[src/rtl/lcd_pkg.sv]
// Shared HD44780 constants and DDRAM address helpers, used by both the LCD driver and this responder.
package lcd_pkg;

  localparam logic [7:0] CMD_CLEAR   = 8'h01;
  localparam logic [7:0] CMD_HOME    = 8'h02;
  localparam logic [7:0] CMD_ENTRY   = 8'h04;
  localparam logic [7:0] CMD_DISPCTL = 8'h08;
  localparam logic [7:0] CMD_SHIFT   = 8'h10;
  localparam logic [7:0] CMD_FUNC    = 8'h20;
  localparam logic [7:0] CMD_CGRAM   = 8'h40;
  localparam logic [7:0] CMD_DDRAM   = 8'h80;

  localparam logic [6:0] LINE1_BASE = 7'h40;
  localparam int         LINE_LEN   = 40;
  localparam int         VIS_LEN    = 16;
  localparam int         NUM_CELLS  = 2 * LINE_LEN;
  localparam logic [7:0] CHAR_SPACE = 8'h20;

  // Step AC by one, wrapping between the two 40-cell line segments.
  function automatic logic [6:0] ac_step(input logic [6:0] ac, input logic inc);
    logic [6:0] r;
    if (inc) begin
      if (ac == LINE1_BASE + 7'(LINE_LEN - 1)) r = 7'h00;
      else if (ac == 7'(LINE_LEN - 1))         r = LINE1_BASE;
      else                                     r = ac + 7'd1;
    end else begin
      if (ac == 7'h00)           r = LINE1_BASE + 7'(LINE_LEN - 1);
      else if (ac == LINE1_BASE) r = 7'(LINE_LEN - 1);
      else                       r = ac - 7'd1;
    end
    return r;
  endfunction

  // Linear cell index 0-79 for a valid AC value.
  function automatic logic [6:0] ac_to_cell(input logic [6:0] ac);
    return (ac < LINE1_BASE) ? ac : (ac - LINE1_BASE + 7'(LINE_LEN));
  endfunction

  // Addresses in the gap after either line collapse to 0x00.
  function automatic logic [6:0] ac_sanitize(input logic [6:0] addr);
    return (addr[5:0] < 6'(LINE_LEN)) ? addr : 7'h00;
  endfunction

endpackage

[src/rtl/lcd_ddram.sv]
// 80-cell display RAM: single write port, one-cycle clear to spaces, and the visible 2x16 window flattened to 256 bits.
module lcd_ddram
  import lcd_pkg::*;
(
  input  logic         clk,
  input  logic         rst,
  input  logic         clr,
  input  logic         we,
  input  logic [6:0]   waddr,
  input  logic [7:0]   wdata,
  output logic [255:0] characters
);

  logic [7:0] mem [0:NUM_CELLS-1];

  always_ff @(posedge clk or posedge rst) begin
    if (rst) begin
      for (int i = 0; i < NUM_CELLS; i++) mem[i] <= CHAR_SPACE;
    end else if (clr) begin
      for (int i = 0; i < NUM_CELLS; i++) mem[i] <= CHAR_SPACE;
    end else if (we) begin
      mem[waddr] <= wdata;
    end
  end

  // Bytes 0-15 come from line 0, bytes 16-31 from the start of line 1.
  for (genvar k = 0; k < 2 * VIS_LEN; k++) begin : g_vis
    localparam int CELL = (k < VIS_LEN) ? k : (LINE_LEN + k - VIS_LEN);
    assign characters[k*8 +: 8] = mem[CELL];
  end

endmodule

[src/rtl/lcd_hd44780_responder.sv]
// Panel-side HD44780 model: detects LCD_EN falling edges, decodes instructions and data writes,
// keeps AC, display flags and an emulated busy time.
module lcd_hd44780_responder
  import lcd_pkg::*;
#(
  parameter int BUSY_CYCLES  = 2000,
  parameter int CLEAR_CYCLES = 82000,
  parameter int CNT_W        = 17
) (
  input  logic         CLOCK_50,
  input  logic         Reset,
  input  logic         LCD_EN,
  input  logic         LCD_RS,
  input  logic [7:0]   LCD_DATA,
  output logic [255:0] characters,
  output logic [6:0]   addr_counter,
  output logic         display_on,
  output logic         cursor_on,
  output logic         blink_on,
  output logic         two_line,
  output logic         busy,
  output logic         busy_violation,
  output logic         cmd_strobe
);

  // Transfer protocol: there is no back-pressure. A transfer is the cycle in which the registered
  // LCD_EN is high and the live LCD_EN is low; RS/DATA are sampled then, effects land one edge later.
  logic             en_d;
  logic             fall;
  logic [CNT_W-1:0] busy_cnt;
  logic             inc_dec;

  logic [6:0] ac_nxt;
  logic       inc_dec_nxt, display_on_nxt, cursor_on_nxt, blink_on_nxt, two_line_nxt;
  logic       ram_we, ram_clr, long_op;

  assign fall = en_d & ~LCD_EN;
  assign busy = (busy_cnt != '0);

  always_comb begin
    ac_nxt         = addr_counter;
    inc_dec_nxt    = inc_dec;
    display_on_nxt = display_on;
    cursor_on_nxt  = cursor_on;
    blink_on_nxt   = blink_on;
    two_line_nxt   = two_line;
    ram_we         = 1'b0;
    ram_clr        = 1'b0;
    long_op        = 1'b0;
    if (fall) begin
      if (LCD_RS) begin
        ram_we = 1'b1;
        ac_nxt = ac_step(addr_counter, inc_dec);
      end else if (LCD_DATA >= CMD_DDRAM) begin
        ac_nxt = ac_sanitize(LCD_DATA[6:0]);
      end else if (LCD_DATA >= CMD_CGRAM) begin
        ac_nxt = addr_counter;
      end else if (LCD_DATA >= CMD_FUNC) begin
        two_line_nxt = LCD_DATA[3];
      end else if (LCD_DATA >= CMD_SHIFT) begin
        if (!LCD_DATA[3]) ac_nxt = ac_step(addr_counter, LCD_DATA[2]);
      end else if (LCD_DATA >= CMD_DISPCTL) begin
        {display_on_nxt, cursor_on_nxt, blink_on_nxt} = LCD_DATA[2:0];
      end else if (LCD_DATA >= CMD_ENTRY) begin
        inc_dec_nxt = LCD_DATA[1];
      end else if (LCD_DATA >= CMD_HOME) begin
        ac_nxt  = 7'h00;
        long_op = 1'b1;
      end else if (LCD_DATA == CMD_CLEAR) begin
        ac_nxt      = 7'h00;
        inc_dec_nxt = 1'b1;
        ram_clr     = 1'b1;
        long_op     = 1'b1;
      end
    end
  end

  always_ff @(posedge CLOCK_50 or posedge Reset) begin
    if (Reset) begin
      en_d           <= 1'b0;
      addr_counter   <= 7'h00;
      inc_dec        <= 1'b1;
      display_on     <= 1'b0;
      cursor_on      <= 1'b0;
      blink_on       <= 1'b0;
      two_line       <= 1'b0;
      busy_cnt       <= '0;
      busy_violation <= 1'b0;
      cmd_strobe     <= 1'b0;
    end else begin
      en_d           <= LCD_EN;
      addr_counter   <= ac_nxt;
      inc_dec        <= inc_dec_nxt;
      display_on     <= display_on_nxt;
      cursor_on      <= cursor_on_nxt;
      blink_on       <= blink_on_nxt;
      two_line       <= two_line_nxt;
      cmd_strobe     <= fall;
      busy_violation <= fall & busy;
      if (fall)      busy_cnt <= long_op ? CNT_W'(CLEAR_CYCLES) : CNT_W'(BUSY_CYCLES);
      else if (busy) busy_cnt <= busy_cnt - 1'b1;
    end
  end

  lcd_ddram u_ddram (
    .clk        (CLOCK_50),
    .rst        (Reset),
    .clr        (ram_clr),
    .we         (ram_we),
    .waddr      (ac_to_cell(addr_counter)),
    .wdata      (LCD_DATA),
    .characters (characters)
  );

endmodule

[config.mk]
export PLATFORM = sky130hd
export DESIGN_NAME = lcd_hd44780_responder
export DESIGN_NICKNAME = d
export VERILOG_FILES = /design/src/rtl/lcd_pkg.sv /design/src/rtl/lcd_ddram.sv /design/src/rtl/lcd_hd44780_responder.sv
export SDC_FILE = /design/constraint.sdc
export NUM_CORES = 1
export LEC_CHECK = 0
export CAP_MARGIN = 20
export CELL_PAD_IN_SITES_DETAIL_PLACEMENT = 1
export CELL_PAD_IN_SITES_GLOBAL_PLACEMENT = 2
export CORE_MARGIN = 2
export CORE_UTILIZATION = 34
export CTS_CLUSTER_SIZE = 25
export DETAILED_ROUTE_END_ITERATION = 8
export PLACE_DENSITY = 0.91
export SLEW_MARGIN = 40
export SYNTH_ARGS = -nofsm -noshare
export SYNTH_HDL_FRONTEND = slang
export SYNTH_HIERARCHICAL = 1
export SYNTH_SLANG_ARGS = --single-unit
[constraint.sdc]
create_clock -name CLOCK_50 -period 10.7 [get_ports CLOCK_50]
set_clock_uncertainty 0.1 [all_clocks]
set_input_delay 1.605 -clock CLOCK_50 [delete_from_list [all_inputs] [get_ports CLOCK_50]]
set_output_delay 1.605 -clock CLOCK_50 [all_outputs]
set_load 0.05 [all_outputs]
==> flow_summary_export.csv <==
group,metric,value,unit
timing,slew_headroom,46.6,%
critical_path,r2r_slack,7.33,ns
die,fp.dieH,204,µm
power,power.density,252,nW/µm²
timing,final-hold-violation-count,0,
worst_hold_path,holdCritPathClass,"reg2reg",
route,vias,9838,
route,drt-pass1-iter-count,6,
route,drt-initial-drc-count,442,
cts,post_cts_buffers,0,
logic_synthesis,synth_top_area_share,47.0,%
timing,worst_slew_pin_slew,0.796,ns
logic_synthesis,synth_nets,1185,
final_layout,drive_gt1_share,9.63,%
logic_synthesis,synth-edff-count,0,
timing,timing.final.ws_setup,6.05,ns
route,routedWlPerCell,22.0,µm
timing,fin_crit_sh,43.5,%
final_layout,final_core_util,45.6,%
logic_synthesis,synth_seq_cells,288,
global_routing,grt_pass1_wl,65.9,mm
timing,fin_setup_tns,0,ns
global_routing,antenna_found_initial,0,
global_routing,grt_util_all_layers,20.8,%
logic_synthesis,synthTopCellsByArea,"dfrtp_1 47%, mux2i_1 19%, nand2b_1 11%",
final_layout,finalNetCount,1426,
cts,cts_tree,"yes",
cts,cts_root_buf,"clkbuf_16",
final_layout,synthToLayoutAreaGrowth,33.0,%
logic_synthesis,ys.flop_type,"dfrtp_1",
placement,post-place-ws,5.48,ns
critical_path,crit_fanout,7,
timing,setup_viol,0,
placement,gp_congestion,0.791,
die,fp-row-count,73,
critical_path,crit_path_end_kind,"output pin",
global_routing,grt_max_degree,131,
route,drc,0,
cts,cts_buffer_depth,3,
global_routing,overflow,0,
cts,hold_buffers,0,
cts,htree_levels,2,
logic_synthesis,synth-async-reset-ratio,100,%
logic_synthesis,synthCells,1167,
cts,clock_latency,0.54,ns
logic_synthesis,seq_area_frac_synth,53.4,%
critical_path,path_cells,"nor4_4, nand4_1, nor3_2, inv_2, clkdlybuf4s50_1",
placement,dp_hpwl,27.9,mm
die,dieArea,41500,µm²
cts,post_cts_resized,0,
die,die-width,204,µm
critical_path,cp-start-kind,"register",
die,pin_count,282,
logic_synthesis,synth.distinct_cells,69,
cts,cts_buffers,34,
timing,min_period,4.65,ns
logic_synthesis,syn_area,13600,µm²
power,vdd_ir_drop_max,0.161,mV
die,core,39500,µm²
timing,max_freq,215,MHz
critical_path,required,9.00,ns
route,wirelength,43.0,mm
die,start_util,34.3,%
final_layout,antenna_cells,0,
logic_synthesis,yosys_warnings,6,
run_status,status,"completed",
cts,cts.sinks,288,
logic_synthesis,synth.most_common_cell,"mux2i_1",
logic_synthesis,yosys.area.top_type,"dfrtp_1",
critical_path,crit_arrival,2.95,ns
logic_synthesis,synth.avg_cell_area,11.6,µm²
job,maxCapViolations,0,
route,ant_nets,0,
cts,cts.clk_slew.worst_paths,0.06,ns
logic_synthesis,synth_commonest_cells,"259 x mux2i_1, 255 x dfrtp_1, 235 x nand2b_1",
power,leakage,9.01,nW
timing,rsz0062_at_grt,"no",
critical_path,path_class,"reg2out",
route,via_per_inst,5.02,
critical_path,slowest_delay,0.72,ns
timing,drv_slew,0,
critical_path,cpMaxStageDelayCell,"clkdlybuf4s50_1",
placement,io_buffers,281,
global_routing,grt_pass1_vias,10800,
-- worst paths after layout --
kind | startpoint | end | cells past startpoint
worst max-delay path | busy_cnt[2] | busy | 5
worst min-delay path | two_line | two_line | 1
worst max register to register | addr_counter[3] | u_ddram/characters[72] | 8
worst min register to register | two_line | two_line | 1
max in group asynchronous | Reset | u_ddram/characters[58] | 4
min in group asynchronous | Reset | u_ddram/characters[136] | 2
-- layout by cell type, fill, tap and decap left out, types with 5 or more instances in the layout --
cell type / n
nor2_1: 61
o21ai_1: 10
nand4_2: 7
a21oi_1: 10
dfrtp_1: 254
clkbuf_16: 34
dfstp_2: 33
nand2b_4: 7
xnor2_1: 8
mux2i_1: 259
nand4b_1: 5
clkinv_2: 5
clkbuf_1: 11
nor2b_1: 8
ha_1: 6
nor3_1: 13
nand2_1: 28
o21ai_0: 14
nand3_1: 8
clkbuf_8: 6
nand4_1: 6
inv_1: 10
nand2b_1: 228
xor2_1: 11
or3_1: 6
clkdlybuf4s50_1: 281
nand3_2: 11
-- metrics by stage --
stage	total power [mW]	instances	instance area, µm²	hold WS [ns]
floorplan	2.77	1167	13600	0.396
global placement	3.38	1892	16800	0.374
detailed placement	3.44	1897	17000	0.379
CTS	4.60	1958	18000	0.399
global route	4.75	1958	18000	0.431
finish	4.55	1958	18000	0.395
-- power breakdown --
part	leakage (nW)	switching, mW	internal [mW]
Sequential	3.80	0.207	1.35
Clock	0.525	0.472	0.658
Combinational	4.69	1.26	0.597
-- per-layer routing --
layer	GRT usage, %	share of wire, %
met2	34.6	48
met4	5.34	2.1
met1	27.3	45
met5	0	0
met3	4.78	5.5
-- state kept, by name, summed over array words and instances, names as in the netlist --
name,flops
two_line,1
display_on,1
busy_violation,1
u_ddram/characters,256
inc_dec,1
cursor_on,1
busy_cnt,17
blink_on,1
cmd_strobe,1
en_d,1
addr_counter,7
-- layout make-up --
class | instances | area [µm²]
multi-input combinational | 779 | 6020
fill | 4210 | 21500
clock inverter | 10 | 96.3
timing repair buffer | 291 | 2980
clock buffer | 51 | 975
inverter | 14 | 60.1
sequential | 288 | 7250
tap | 525 | 657
-- logic make-up (layout without fill, tap and decap cells) --
logic type | after synthesis | in the layout | share of synthesized area, %
multiplexers | 261 | 261 | 19.3
XOR/XNOR | 21 | 21 | 1.36
flip-flops | 288 | 288 | 53.4
adder cells (fa/ha/maj) | 6 | 6 | 0.553
AND/OR/NAND/NOR | 422 | 422 | 19.1
AO/OA/AOI/OAI | 69 | 69 | 3.32
buffers and inverters | 100 | 366 | 2.91
-- worst max-delay path: cells and delay by family (launching register included) --
| family | cells | cell delay [ns] |
|---|---|---|
| buffers and inverters | 2 | 0.84 |
| and+or+nand+nor | 3 | 1.12 |
| DFF | 1 | 0.46 |
Note: power is estimated with default switching activity, not from simulation.
